File: src/rtl/sim_tdm_stim_gen.sv
// Multi-channel TDM stimulus generator that feeds the FIR filter input in
// place of the ADC/RF front end. Emits one valid per slot with sync/last
// framing, the slot index and a selectable data pattern.
module sim_tdm_stim_gen #(
  parameter int          NUM_CHN      = 4,
  parameter int          NUM_CYCLE    = 4,
  parameter int          DATA_W       = 16,
  parameter int          BURST_FRAMES = 8,
  parameter logic [15:0] LFSR_SEED    = 16'hACE1,
  localparam int         CHN_W        = (NUM_CHN > 1) ? $clog2(NUM_CHN) : 1
) (
  input  logic              clk,
  input  logic              rstn,
  input  logic              en_i,
  input  logic              trig_i,
  input  logic [1:0]        mode_i,
  input  logic [1:0]        data_sel_i,
  output logic              sim_valid_o,
  output logic              sim_sync_o,
  output logic              sim_last_o,
  output logic [CHN_W-1:0]  sim_chn_o,
  output logic [DATA_W-1:0] sim_data_o,
  output logic              busy_o
);

  localparam int CYC_W = (NUM_CYCLE > 1) ? $clog2(NUM_CYCLE) : 1;
  localparam int BC_W  = (BURST_FRAMES > 1) ? $clog2(BURST_FRAMES) : 1;

  localparam logic [CYC_W-1:0] CYC_LAST   = CYC_W'(NUM_CYCLE - 1);
  localparam logic [CHN_W-1:0] SLOT_LAST  = CHN_W'(NUM_CHN - 1);
  localparam logic [BC_W-1:0]  BURST_LAST = BC_W'(BURST_FRAMES - 1);

  localparam logic [0:0] ST_IDLE = 1'b0;
  localparam logic [0:0] ST_RUN  = 1'b1;

  localparam logic [1:0] MODE_SINGLE = 2'd0;
  localparam logic [1:0] MODE_CONT   = 2'd1;
  localparam logic [1:0] MODE_BURST  = 2'd2;
  localparam logic [1:0] MODE_FREE   = 2'd3;

  localparam logic [1:0] SEL_TAG  = 2'd0;
  localparam logic [1:0] SEL_RAMP = 2'd1;
  localparam logic [1:0] SEL_LFSR = 2'd2;

  logic [0:0]        state_q, state_d;
  logic [1:0]        mode_q, mode_d;
  logic [CYC_W-1:0]  cyc_q, cyc_d;
  logic [CHN_W-1:0]  slot_q, slot_d;
  logic [BC_W-1:0]   burst_q, burst_d;
  logic [DATA_W-1:0] frame_q, frame_d;
  logic [DATA_W-1:0] ramp_q;
  logic [15:0]       lfsr_q, lfsr_nxt;
  logic              trig_r, trig_rise;
  logic              cyc_end, frame_end, valid_d;
  logic [DATA_W-1:0] pat;

  // Frame sequencing: start/restart/stop decisions and slot/cycle counters
  always_comb begin
    state_d   = state_q;
    mode_d    = mode_q;
    cyc_d     = cyc_q;
    slot_d    = slot_q;
    burst_d   = burst_q;
    frame_d   = frame_q;
    trig_rise = trig_i & ~trig_r;
    cyc_end   = (cyc_q == CYC_LAST);
    frame_end = cyc_end && (slot_q == SLOT_LAST);
    // Gating with en_i stops a valid that would otherwise be issued on the abort edge.
    valid_d   = en_i && (state_q == ST_RUN) && (cyc_q == '0);

    if (!en_i) begin
      state_d = ST_IDLE;
      cyc_d   = '0;
      slot_d  = '0;
      burst_d = '0;
    end else if (state_q == ST_IDLE) begin
      if ((mode_i == MODE_FREE) || trig_rise) begin
        state_d = ST_RUN;
        mode_d  = mode_i;
        cyc_d   = '0;
        slot_d  = '0;
        burst_d = '0;
      end
    end else begin
      if (frame_end) frame_d = frame_q + DATA_W'(1);

      // A retrigger wins over the end-of-frame decision taken on the same edge.
      if ((mode_q != MODE_FREE) && trig_rise) begin
        cyc_d   = '0;
        slot_d  = '0;
        burst_d = '0;
      end else if (frame_end) begin
        cyc_d  = '0;
        slot_d = '0;
        case (mode_q)
          MODE_SINGLE: state_d = ST_IDLE;
          MODE_CONT:   if (!trig_i) state_d = ST_IDLE;
          MODE_BURST: begin
            if (burst_q == BURST_LAST) begin
              state_d = ST_IDLE;
              burst_d = '0;
            end else begin
              burst_d = burst_q + BC_W'(1);
            end
          end
          default:     state_d = ST_RUN;
        endcase
      end else if (cyc_end) begin
        cyc_d  = '0;
        slot_d = slot_q + CHN_W'(1);
      end else begin
        cyc_d = cyc_q + CYC_W'(1);
      end
    end
  end

  // Sample pattern selection and next LFSR state (x^16+x^14+x^13+x^11+1)
  always_comb begin
    lfsr_nxt = {lfsr_q[0] ^ lfsr_q[2] ^ lfsr_q[3] ^ lfsr_q[5], lfsr_q[15:1]};
    case (data_sel_i)
      SEL_TAG:  pat = DATA_W'({frame_q, slot_q});
      SEL_RAMP: pat = ramp_q;
      SEL_LFSR: pat = DATA_W'(lfsr_q);
      default:  pat = '0;
    endcase
  end

  // Sequencer state registers
  always_ff @(posedge clk or negedge rstn) begin
    if (!rstn) begin
      state_q <= ST_IDLE;
      mode_q  <= MODE_SINGLE;
      cyc_q   <= '0;
      slot_q  <= '0;
      burst_q <= '0;
      frame_q <= '0;
      trig_r  <= 1'b0;
    end else begin
      state_q <= state_d;
      mode_q  <= mode_d;
      cyc_q   <= cyc_d;
      slot_q  <= slot_d;
      burst_q <= burst_d;
      frame_q <= frame_d;
      trig_r  <= trig_i;
    end
  end

  // Output register plus ramp/LFSR generators, which advance only when used
  always_ff @(posedge clk or negedge rstn) begin
    if (!rstn) begin
      sim_valid_o <= 1'b0;
      sim_sync_o  <= 1'b0;
      sim_last_o  <= 1'b0;
      sim_chn_o   <= '0;
      sim_data_o  <= '0;
      ramp_q      <= '0;
      lfsr_q      <= LFSR_SEED;
    end else begin
      sim_valid_o <= valid_d;
      sim_sync_o  <= valid_d && (slot_q == '0);
      sim_last_o  <= valid_d && (slot_q == SLOT_LAST);
      if (valid_d) begin
        sim_chn_o  <= slot_q;
        sim_data_o <= pat;
        if (data_sel_i == SEL_RAMP) ramp_q <= ramp_q + DATA_W'(1);
        if (data_sel_i == SEL_LFSR) lfsr_q <= lfsr_nxt;
      end
    end
  end

  assign busy_o = (state_q == ST_RUN);

endmodule

File: config.mk
export PLATFORM = sky130hd
export DESIGN_NAME = sim_tdm_stim_gen
export DESIGN_NICKNAME = d
export VERILOG_FILES = /design/src/rtl/sim_tdm_stim_gen.sv
export SDC_FILE = /design/constraint.sdc
export NUM_CORES = 1
export LEC_CHECK = 0
export CAP_MARGIN = 20
export CELL_PAD_IN_SITES_DETAIL_PLACEMENT = 1
export CELL_PAD_IN_SITES_GLOBAL_PLACEMENT = 2
export CORE_MARGIN = 4
export CORE_UTILIZATION = 26
export DETAILED_ROUTE_END_ITERATION = 8
export GPL_TIMING_DRIVEN = 1
export PLACE_DENSITY_LB_ADDON = 0.1
export SLEW_MARGIN = 20
export SYNTH_ARGS = -nofsm -noshare
export SYNTH_HDL_FRONTEND = slang
export SYNTH_SLANG_ARGS = --single-unit
File: constraint.sdc
create_clock -name clk -period 1.7 [get_ports clk]
set_input_delay 0.17 -clock clk [delete_from_list [all_inputs] [get_ports clk]]
set_output_delay 0.17 -clock clk [all_outputs]
set_load 0.01 [all_outputs]
==> flow_metrics.py <==
metrics = {
    "clocking": {
        "cts_root_buffer": "clkbuf_16",
        "cts.path.max_buffers": 2,
        "h-tree-depth": 3,
        "cts.reportedPaths.clkPinSlew_ps": 60,
        "cts_tree": "done",
        "clk_latency_ps": 330,
        "cts_buffers": 9,
        "cts_sinks": 78,
    },
    "hold_path": {
        "hold_class": "input pin to async pin",
    },
    "run_status": {
        "status": "complete, no violations",
    },
    "floorplan": {
        "die_height_um": 127,
        "start_util": 0.266,
        "die_area_um2": 16200,
        "num_rows": 43,
        "die_width_um": 127,
        "io_pins": 30,
        "fp.coreArea_um2": 13900,
    },
    "drt": {
        "wl_um": 8790,
        "drt_iter0_markers": 90,
        "drc": 0,
        "vias_per_cell": 4.40,
        "wire_per_inst_um": 15.2,
        "vias": 2548,
        "final_antenna_net_count": 0,
        "dr.pass1.iters": 4,
    },
    "critical_path": {
        "endpoint_kind": "flip-flop",
        "cp_max_fo": 4,
        "r2r-end": "ramp_q[11]$_DFFE_PN0P_",
        "crit_required_ps": 1910,
        "startpoint": "cyc_q[0]$_DFFE_PN0P_",
        "r2r_setup_slack_ps": 20,
        "critical_path_class": "flip-flop to flip-flop",
        "r2r_cells": 8,
        "start_kind": "flip-flop",
        "cp.arrival_ps": 1890,
        "r2r-start": "cyc_q[0]$_DFFE_PN0P_",
    },
    "pwr": {
        "swShare": 0.243,
        "switchingPower_uw": 1130,
        "seqPwrFrac": 0.457,
        "pwr-share-comb": 0.123,
        "power_uw": 4640,
        "p_int_uw": 3510,
        "p_leak_uw": 0.00217,
        "vdd_ir_drop_max_v": 0.000394,
        "pwr-share-clk": 0.420,
        "p_per_area_nw_per_um2": 966,
    },
    "place": {
        "portBuffers": 29,
        "gp_congestion": 0.700,
        "hpwl_um": 6480,
    },
    "synth": {
        "ys.flop_type": "dfrtp_1",
        "ys_seq_area_frac": 0.531,
        "synth_cell_type_count": 42,
        "synthTopCellsByCount": "dfrtp_1 (70), nand2_1 (33), o21ai_0 (24)",
        "syn_area_per_cell_um2": 11.2,
        "netlist.area_leader.share": 0.474,
        "synth_top_area_cell": "dfrtp_1",
        "yosysWarnings": 0,
        "synth-edff-count": 0,
        "syn_area_um2": 3690,
        "synth_seq_cells": 78,
        "netlist_instances": 330,
        "synth_nets": 347,
        "async_flop_share": 1.00,
        "netlist_top_cells_area": "dfrtp_1 (47%), dfstp_2 (5.7%), xnor2_1 (4.7%)",
        "yosysMostFrequentCell": "dfrtp_1",
    },
    "finish": {
        "drive_gt1_frac": 0.243,
        "finalNetCount": 411,
        "finalCoreUtilization": 0.346,
        "antenna_cells": 0,
        "syn_to_final_growth_pct": 30.1,
    },
    "timing": {
        "layout_min_cycle_time_ps": 1680,
        "slew_viol_final": 0,
        "setup_tns_ps": 0,
        "worstMarginPinSlew_ps": 375,
        "clock.fmax_ghz": 0.596,
        "rsz0062_at_grt": "yes",
        "post-route-period-util": 0.987,
        "skew_ps": 4.90,
        "finalSetupViolCount": 0,
        "max-slew-margin-rel": 0.749,
        "hold_viol": 0,
    },
    "global_routing": {
        "grt_antenna_before_repair": 0,
        "grt_pass1_vias": 2766,
        "grt_start_max_net_pins": 46,
        "grt-ovfl-total": 0,
        "grt_use_total": 0.118,
        "grt_first_pass_wirelength_um": 15100,
    },
    "run": {
        "cap_violations": 0,
    },
}
metrics by stage:
stage                     worst slack (ps)  hold WS (ps)  instance area, um^2  std cells
after floorplan                       -115          -126                 3700        330
after global placement                -190          68.5                 4410        561
after detailed placement              -234          70.7                 4410        561
after CTS                            -14.9           258                 4740        579
after global routing                 -63.1           263                 4810        579
final                                 22.2           259                 4810        579
placed cells by master, fill, tap and decap left out, types with 4 or more instances in the layout:
cell             instances
and2_1                   6
dfrtp_1                 70
nand2_1                 33
xor2_1                  11
xnor2_1                 19
buf_4                   33
a21oi_1                 20
dfstp_2                  8
clkbuf_16                9
nor2_1                  22
mux2_4                   8
nand3_1                  7
nor3_2                   4
clkdlybuf4s50_1         28
o21ai_0                 23
nand4_1                  7
inv_1                    9
ha_1                     8
mux2_2                  12
mux2i_1                 16
power groups by stage:
stage	Sequential (uW)	Clock (uW)	Combinational, uW
floorplan	2140	0	277
global placement	2150	0	567
detailed placement	2150	0	575
CTS	2120	2050	582
global route	2140	2130	637
finish	2120	1950	570
routing by layer:
layer | vias up | routed length, um | GRT usage
met3 | 6 | 235 | 0.0339
met5 | - | 0 | 0
met2 | 22 | 3970 | 0.171
met4 | 0 | 94 | 0.0347
li1 | 1265 | - | -
met1 | 1255 | 4500 | 0.171
worst max-delay path, cell delays in order (launching register included):
cell and delay [ps]:
dfrtp_1 390, inv_2 80, ha_4 150, buf_6 90
nand4_1 170, nor4_2 260, buf_4 180, nand3_4 80
xnor2_2 140
state kept, by name, indices dropped and copies added (netlist names):
signal and cells:
lfsr_q 16, cyc_q 2, mode_q 2, sim_sync_o 1
busy_o 1, burst_q 3, trig_r 1, slot_q 2
sim_valid_o 1, sim_data_o 16, sim_last_o 1, frame_q 14
ramp_q 16, sim_chn_o 2
final cells by class:
class	instances	area (um^2)
Tap cell	180	225
Multi-Input combinational cell	228	1680
Clock buffer	13	260
Timing Repair Buffer	66	592
Inverter	11	41.3
Clock inverter	3	42.5
Sequential cell	78	1960
Fill cell	1544	9070
worst max-delay path by stage:
stage                                         to  slack [ps]  depth (start not counted)
after CTS                 ramp_q[15]$_DFFE_PN0P_         -10                          8
after floorplan           lfsr_q[12]$_DFFE_PN0P_        -110                          7
after global routing      ramp_q[15]$_DFFE_PN0P_         -60                          8
after detailed placement  ramp_q[12]$_DFFE_PN0P_        -230                          7
final                     ramp_q[11]$_DFFE_PN0P_          20                          8
after global placement    frame_q[9]$_DFFE_PN0P_        -190                          5
kinds of logic (layout without fill, tap and decap cells):
logic type               count (synthesis)  in the layout  share of synthesized area
adder cells (fa/ha/maj)                  9              9                     0.0305
XOR/XNOR                                31             31                     0.0735
buffers and inverters                   24             93                     0.0312
flip-flops                              78             78                      0.531
AND/OR/NAND/NOR                        102            102                      0.147
multiplexers                            36             36                      0.112
AO/OA/AOI/OAI                           50             50                     0.0745
repair_timing:
item                                    in CTS  in global routing
resized for setup                            3                 14
hold buffers                                 1                  0
endpoints found under the setup margin       9                 32
hold endpoints to repair                    17                  0
buffers inserted                             1                  0
pin swaps                                    3                  5
(Power assumes the default switching activity.)
